[src/rtl/sha3_scan_pkg.sv]
// Shared constants and types for the SHA3 scan front end:
// frame geometry and the launch sequencer states.
package sha3_scan_pkg;

   localparam int TEMPLATE_WORDS = 24;
   localparam int FRAME_WORDS = TEMPLATE_WORDS + 2;

   typedef logic [TEMPLATE_WORDS-1:0][31:0] template_t;

   typedef enum logic [1:0] {
      IDLE,
      ACK,
      RUN
   } launch_state_t;

endpackage

[src/rtl/sha3_frame_assembler.sv]
// Collects one work frame (threshold + template) from the word stream
// into a shadow buffer; malformed frames are dropped with an error pulse.
module sha3_frame_assembler #(
   parameter int TEMPLATE_WORDS = sha3_scan_pkg::TEMPLATE_WORDS
) (
   input  logic                           clk,
   input  logic                           rst,
   input  logic                           in_valid_i,
   input  logic [31:0]                    in_data_i,
   input  logic                           in_last_i,
   output logic                           in_ready_o,
   input  logic                           take_i,
   output logic                           full_o,
   output logic [63:0]                    thr_o,
   output logic [TEMPLATE_WORDS*32-1:0]   tmpl_o,
   output logic                           frame_error_o
);
   import sha3_scan_pkg::*;

   localparam int FW = TEMPLATE_WORDS + 2;
   localparam int CW = $clog2(FW);
   localparam int TIW = $clog2(TEMPLATE_WORDS);
   localparam logic [CW-1:0] LAST_IDX = CW'(FW - 1);

   logic [CW-1:0]                     wcnt_q, wcnt_d;
   logic                              full_q, full_d;
   logic                              rdy_q;
   logic                              err_q, err_d;
   logic [63:0]                       thr_q, thr_d;
   logic [TEMPLATE_WORDS-1:0][31:0]   tmpl_q, tmpl_d;
   logic [TIW-1:0]                    tidx;
   logic                              xfer;

   assign xfer = in_valid_i && rdy_q;
   assign tidx = TIW'(wcnt_q - CW'(2));

   always_comb begin
      wcnt_d = wcnt_q;
      full_d = full_q;
      thr_d  = thr_q;
      tmpl_d = tmpl_q;
      err_d  = 1'b0;
      if (take_i) full_d = 1'b0;
      if (xfer) begin
         if (wcnt_q == '0) thr_d[31:0] = in_data_i;
         else if (wcnt_q == CW'(1)) thr_d[63:32] = in_data_i;
         else tmpl_d[tidx] = in_data_i;
         // Only a last-flagged word at the final index completes a frame
         if (wcnt_q == LAST_IDX) begin
            wcnt_d = '0;
            full_d = in_last_i;
            err_d  = !in_last_i;
         end else if (in_last_i) begin
            wcnt_d = '0;
            err_d  = 1'b1;
         end else begin
            wcnt_d = wcnt_q + CW'(1);
         end
      end
   end

   always_ff @(posedge clk) begin
      if (rst) begin
         wcnt_q <= '0;
         full_q <= 1'b0;
         rdy_q  <= 1'b0;
         err_q  <= 1'b0;
         thr_q  <= '0;
         tmpl_q <= '0;
      end else begin
         wcnt_q <= wcnt_d;
         full_q <= full_d;
         rdy_q  <= !full_d;
         err_q  <= err_d;
         thr_q  <= thr_d;
         tmpl_q <= tmpl_d;
      end
   end

   assign in_ready_o    = rdy_q;
   assign full_o        = full_q;
   assign thr_o         = thr_q;
   assign tmpl_o        = tmpl_q;
   assign frame_error_o = err_q;

endmodule

[src/rtl/sha3_work_loader.sv]
// Double-buffered work feeder for the packed-by-6 SHA3 scanner:
// launches a queued frame whenever the scanner reports idle.
module sha3_work_loader #(
   parameter int TEMPLATE_WORDS = sha3_scan_pkg::TEMPLATE_WORDS,
   parameter int LAUNCH_CNT_W = 16
) (
   input  logic                           clk,
   input  logic                           rst,
   input  logic                           in_valid,
   input  logic [31:0]                    in_data,
   input  logic                           in_last,
   output logic                           in_ready,
   input  logic                           scanner_ready,
   output logic                           start,
   output logic [63:0]                    threshold,
   output logic [32*TEMPLATE_WORDS-1:0]   blockTemplate,
   output logic                           oframe_error,
   output logic                           opending,
   output logic                           orunning,
   output logic [LAUNCH_CNT_W-1:0]        olaunches
);
   import sha3_scan_pkg::*;

   launch_state_t                  state_q, state_d;
   logic                           launch;
   logic                           sh_full;
   logic [63:0]                    sh_thr;
   logic [32*TEMPLATE_WORDS-1:0]   sh_tmpl;
   logic                           start_q;
   logic [63:0]                    thr_q;
   logic [32*TEMPLATE_WORDS-1:0]   tmpl_q;
   logic [LAUNCH_CNT_W-1:0]        launches_q;

   sha3_frame_assembler #(
      .TEMPLATE_WORDS(TEMPLATE_WORDS)
   ) u_asm (
      .clk           (clk),
      .rst           (rst),
      .in_valid_i    (in_valid),
      .in_data_i     (in_data),
      .in_last_i     (in_last),
      .in_ready_o    (in_ready),
      .take_i        (launch),
      .full_o        (sh_full),
      .thr_o         (sh_thr),
      .tmpl_o        (sh_tmpl),
      .frame_error_o (oframe_error)
   );

   // ACK waits for the scanner to drop oready, RUN for it to return
   always_comb begin
      state_d = state_q;
      launch  = 1'b0;
      unique case (state_q)
         IDLE: begin
            if (sh_full && scanner_ready) begin
               launch  = 1'b1;
               state_d = ACK;
            end
         end
         ACK:     if (!scanner_ready) state_d = RUN;
         RUN:     if (scanner_ready) state_d = IDLE;
         default: state_d = IDLE;
      endcase
   end

   always_ff @(posedge clk) begin
      if (rst) begin
         state_q    <= IDLE;
         start_q    <= 1'b0;
         thr_q      <= '0;
         tmpl_q     <= '0;
         launches_q <= '0;
      end else begin
         state_q <= state_d;
         start_q <= launch;
         if (launch) begin
            thr_q      <= sh_thr;
            tmpl_q     <= sh_tmpl;
            launches_q <= launches_q + LAUNCH_CNT_W'(1);
         end
      end
   end

   assign start         = start_q;
   assign threshold     = thr_q;
   assign blockTemplate = tmpl_q;
   assign opending      = sh_full;
   assign orunning      = (state_q != IDLE);
   assign olaunches     = launches_q;

endmodule

[config.mk]
export PLATFORM = sky130hd
export DESIGN_NAME = sha3_work_loader
export DESIGN_NICKNAME = d
export VERILOG_FILES = /design/src/rtl/sha3_scan_pkg.sv /design/src/rtl/sha3_frame_assembler.sv /design/src/rtl/sha3_work_loader.sv
export SDC_FILE = /design/constraint.sdc
export NUM_CORES = 2
export LEC_CHECK = 0
export CORE_AREA = 2 2 350 352
export CTS_CLUSTER_DIAMETER = 150
export DETAILED_ROUTE_END_ITERATION = 10
export DIE_AREA = 0 0 352 354
export PLACE_DENSITY = 0.78
export REMOVE_ABC_BUFFERS = 1
export SKIP_CTS_REPAIR_TIMING = 1
export SYNTH_ARGS = -nofsm -noshare
export SYNTH_HDL_FRONTEND = slang
export SYNTH_SLANG_ARGS = --single-unit
[constraint.sdc]
create_clock -name clk -period 2.5 [get_ports clk]
set_clock_uncertainty 0.05 [all_clocks]
set_input_delay 0.5 -clock clk [delete_from_list [all_inputs] [get_ports clk]]
set_output_delay 0.5 -clock clk [all_outputs]
set_load 0.01 [all_outputs]
* Yosys cells after proc, flatten, opt, wreduce, memory -nomap -nowiden *
Cells that the tools add are included.

operators by class
  $add $sub $neg = 3
  bitwise operators = 3
  equal/unequal tests = 7
  multiplexer cells = 16
  $lt $le $gt $ge = 2
  reduce and logical (&&, ||, !) cells = 13

operator list
  kind                                                                           count
  768-bit bitwise mux                                                            1
  32-bit demux with 5-bit select                                                 1
  32-bit 2-to-1 mux                                                              1
  16-bit by 1-bit adder with 16-bit output (second input constant)               1
  5-bit 2-to-1 mux                                                               2
  3-bit AND reduction                                                            3
  1-bit 2-to-1 mux                                                               7
  5-bit by 6-bit less-than comparator with 1-bit output (second input constant)  1
  2-bit 2-to-1 mux                                                               3
  2-bit != test (second input constant)                                          3
  2-bit case mux with 3 select lines                                             1
  5-bit by 1-bit adder with 5-bit output (second input constant)                 1
  5-bit by 1-bit equality test with 1-bit output (second input constant)         1
  5-bit equality test (second input constant)                                    1
  5-bit by 1-bit >= comparator with 1-bit output (second input constant)         1
  5-bit logical NOT                                                              1
  5-bit by 2-bit subtractor with 5-bit output (second input constant)            1
  1-bit logical AND                                                              3
  1-bit inverter                                                                 3
  2-bit by 1-bit equality test with 1-bit output (second input constant)         1
  2-bit equality test (second input constant)                                    1
  1-bit logical NOT                                                              2
  2-bit logical NOT                                                              1
  2-bit AND reduction                                                            1
  2 further kinds                                                                2

storage, ports and cells
  logic and storage cells = 79
  register bits = 1,691
  input port bits = 37
  output and inout bits = 853

* Depth between registers and ports, before layout *
  depth after elaboration = 7
  mapped depth = 9
  gate-level depth less buffers = 7

* Cells and area by module *
Synthesis repeated with hierarchy kept, for this count alone.

second synthesis, totals
  cell total of the unflattened synthesis = 6,650
  area, all modules = 61,159.9 sq um

modules (own cells, without submodules)
  module                cells each  sequential area each (sq um)  area an instance (sq um)  instances
  sha3_frame_assembler  2,949       16,816.1                      32,223.4                  1
  sha3_work_loader      3,701       17,036.3                      28,936.5                  1

* Worst setup path after synthesis *
No wires, ideal clock.

  kind = reg2reg
  from = register u_asm.wcnt_q[1]
  to = register u_asm.tmpl_q (netlist bit u_asm.tmpl_o[161])
  arrival = 2.062 ns
  setup slack = 0.316 ns
  setup time = 0.072 ns
  stages on the path, launching flop included = 10
  data required time = 2.378 ns
  path through = dfxtp_1 inv_1 ha_1 or2_4 o21a_4 o22ai_4 and2_1 buf_6 buf_12 mux2i_1

between the ends
  longest elaborated chain between the ends = 6

ends and longest elaborated chain
  item                                                                                                                                           RTL line                    text
  start, declared                                                                                                                                sha3_frame_assembler.sv:25  logic [CW-1:0] wcnt_q, wcnt_d;
  start signal, assigned                                                                                                                         sha3_frame_assembler.sv:71  wcnt_q <= wcnt_d;
  5-bit by 2-bit subtractor with 5-bit output                                                                                                    sha3_frame_assembler.sv:35  assign tidx = TIW'(wcnt_q - CW'(2));
  5-bit by 6-bit less-than comparator with 1-bit output (implied by the code) or 5-bit by 1-bit >= comparator with 1-bit output (tied branches)  sha3_frame_assembler.sv:47  else tmpl_d[tidx] = in_data_i;
  1-bit logical AND (implied by the code)                                                                                                        sha3_frame_assembler.sv:47
  32-bit 2-to-1 mux (implied by the code)                                                                                                        sha3_frame_assembler.sv:47
  32-bit demux with 5-bit select                                                                                                                 -
  768-bit bitwise mux                                                                                                                            sha3_frame_assembler.sv:47
  end signal, assigned                                                                                                                           sha3_frame_assembler.sv:76  tmpl_q <= tmpl_d;
  end, declared                                                                                                                                  sha3_frame_assembler.sv:30  logic [TEMPLATE_WORDS-1:0][31:0] tmpl_q, tmpl_d;

Several ways; a longest one is shown, not always the timed one.
A chain may end at the register's enable or synchronous reset.

* Worst setup path after layout *
  from = register tmpl_q[384], in the netlist blockTemplate[384]
  to = output port blockTemplate[384]

RTL lines
  item                    RTL line                text
  start, declared         sha3_work_loader.sv:31  logic [32*TEMPLATE_WORDS-1:0] tmpl_q;
  start signal, assigned  sha3_work_loader.sv:79  tmpl_q <= sh_tmpl;
  end, declared           sha3_work_loader.sv:16  output logic [32*TEMPLATE_WORDS-1:0] blockTemplate,

No word-level cell between the ends.

==> results.py <==
metrics = {
    "yosys": {
        "syn_inst": 6635,
        "yosys_warnings": 0,
        "synthFlopType": "dfxtp_1",
        "synth-seq-cells": 1691,
        "ys_types": 40,
        "yosysSeqAreaShare_pct": 55.2,
        "syn_area_um2": 61300,
        "avgSynthCellArea_um2": 9.24,
        "ys_async_sr_fraction_pct": 0,
        "synth_edf_count": 0,
    },
    "timing": {
        "rsz0062_at_grt": "no",
        "worst_slew_pin_slew_ns": 0.621,
        "fin_hold_ws_ns": 0.106,
        "maxSlewViolCount": 0,
        "fmax_mhz": 417,
        "period_share_pct": 96.0,
        "finalCriticalPeriod_ns": 2.40,
        "hold_violations": 0,
        "relSlewSlack_pct": 58.3,
        "setup_viol": 0,
    },
    "finish": {
        "multi_input_area_um2": 25000,
        "final_nets": 7425,
        "fin_area_um2": 78600,
        "drive_above_1_share_pct": 7.16,
        "synthToLayoutAreaGrowth_pct": 28.2,
        "fillers": 9453,
        "regArea_um2": 33900,
        "layout.cells.non_filler": 9148,
    },
    "worst_setup_path": {
        "critPathBufInv": 1,
        "startpoint_type": "register",
        "crit_fanout": 2,
        "critPathCaptureType": "output pin",
        "cpMaxStageDelayCell": "clkdlybuf4s50_1",
        "max_stage_delay_ns": 0.61,
        "critPathTopFamily": "buffers and inverters",
        "cp_data_arrival_time_ns": 1.85,
        "critical_path_required_ns": 1.95,
        "crit_type": "register to output pin",
        "crit_chain": "clkdlybuf4s50_1",
    },
    "place": {
        "io_buffers": 889,
        "hpwl_um": 124000,
        "placed_cells": 8837,
        "place_congestion": 0.838,
        "place_area_um2": 72700,
    },
    "detailed_routing": {
        "avgRoutedWirePerCell_um": 21.0,
        "wl_um": 192000,
        "drc": 0,
        "vias_per_cell": 5.40,
        "drtAntennaViolNets": 0,
        "drt_iter0_drc": 3801,
        "vias": 49372,
        "drt_pass1_iterations": 5,
    },
    "die": {
        "die_width_um": 352,
        "fp.dieArea_um2": 125000,
        "initial_core_util_pct": 50.7,
        "die_h_um": 354,
        "io_pins": 890,
        "core_um2": 121000,
        "rows": 128,
    },
    "cts": {
        "cts-buffers-inserted": 166,
        "clkTransAtPathRegs_ns": 0.06,
        "cts_tree": "done",
        "cts_num_sinks": 1691,
        "cts_root_buf": "clkbuf_16",
        "clk_path_buf_depth": 3,
        "insertion_delay_ns": 0.76,
        "htree_levels": 4,
    },
    "global_route": {
        "grt_overflow": 0,
        "grt_pass1_wl_um": 286000,
        "grt.total_usage_pct": 29.5,
        "grt_pass1_vias": 48795,
        "grt_start_max_net_pins": 119,
        "antenna_found_initial": 2,
    },
    "min_path": {
        "hp-class": "input pin to register",
    },
    "pwr": {
        "p_per_area_nw_per_um2": 694,
        "ir_drop_mv": 0.635,
        "power_uw": 54500,
        "p_leak_uw": 0.0317,
    },
    "run": {
        "cap_viol_max_count": 0,
    },
    "run_status": {
        "status": "completed",
    },
}
[state kept, by name, indices dropped and copies added, names as in the netlist]
signal               count
olaunches               16
u_asm.frame_error_o      1
u_asm.wcnt_q             5
start                    1
blockTemplate          768
u_asm.full_o             1
threshold               64
state_q                  2
u_asm.thr_o             64
u_asm.tmpl_o           768
u_asm.in_ready_o         1
[kinds of logic after synthesis]
group                    share of synthesized area (%)
XOR/XNOR                                         0.272
adder cells (fa/ha/maj)                          0.143
AO/OA/AOI/OAI                                     7.55
AND/OR/NAND/NOR                                   20.1
buffers and inverters                             4.16
flip-flops                                        55.2
multiplexers                                      12.5
[through the flow]
stage               setup TNS (ns)  utilization, %  setup slack (ns)
detailed placement          -0.102            60.1           -0.0198
global placement                 0            60.1           0.00346
CTS                         -0.124            64.9            -0.112
floorplan                        -               -            -61.87
global route                     0            65.0            0.0193
finish                           0            65.0             0.100
[area by class of cell]
| type | count | area share [%] |
|---|---|---|
| diodes | 4 | 0.0127 |
| clock inverters | 53 | 0.831 |
| multi-input cells | 4409 | 31.8 |
| well taps | 1625 | 2.59 |
| inverters | 7 | 0.0334 |
| repair buffers | 1106 | 15.1 |
| clock buffers | 253 | 6.56 |
| flip-flops and latches | 1691 | 43.1 |
[power by group]
part,internal (uW),leakage [uW],switching (uW)
Combinational,497,0.0152,885
Clock,15500,0.00289,10600
Sequential,27000,0.0136,17.6
Total,42900,0.0317,11500
[Yosys cell counts (2+ instances only)]
master    number  area [um2]
dfxtp_1     1691       33900
clkbuf_1     366        1370
buf_4          6        45.0
a21oi_1      901        4510
nand2b_1     802        5020
and4_1         2        17.5
nor3_1        11        55.1
and3_1         3        18.8
buf_2         93         465
nor2_1        28         105
or3_1          2        12.5
inv_1          7        26.3
mux2i_1      768        7690
ha_1           7        87.6
xor2_1        10        87.6
o21ai_0        3        15.0
buf_1         13        48.8
nand3_1        8        40.0
nand2_2       15        93.8
nand2_1     1816        6820
and2_1         2        12.5
nand4_1        7        43.8
buf_6         47         529
buf_12         3        60.1
xnor2_1        9        78.8
[layout by cell type (no fill, tap or decap), drive strengths merged, types with 7 or more instances in the layout]
| master | n |
|---|---|
| buf | 218 |
| nor3 | 11 |
| nand2b | 802 |
| xnor2 | 9 |
| dfxtp | 1691 |
| clkbuf | 253 |
| nor2 | 28 |
| ha | 7 |
| clkinv | 37 |
| bufinv | 12 |
| xor2 | 10 |
| a21oi | 901 |
| nand2 | 1831 |
| nand4 | 7 |
| inv | 10 |
| clkdlybuf4s50 | 886 |
| mux2i | 768 |
| nand3 | 8 |
[metal layers]
layer  routed length, um  share of wire [%]  GRT usage (%)
met4               14500                7.6           21.0
met5                  12             0.0063              0
met1               76000                 40           35.7
met2               90000                 47           48.3
met3               11400                5.9           4.46
[path summary, 6_finish.rpt]
check                     start                  to  slack [ns]  cells after the start
max          blockTemplate[384]  blockTemplate[384]        0.10                      1
max reg2reg     u_asm.wcnt_q[2]   u_asm.tmpl_o[126]        0.14                      9
min                         rst       threshold[41]        0.11                      2
min reg2reg   u_asm.tmpl_o[566]  blockTemplate[566]        0.39                      2
Note: power is estimated with default switching activity, not from simulation.
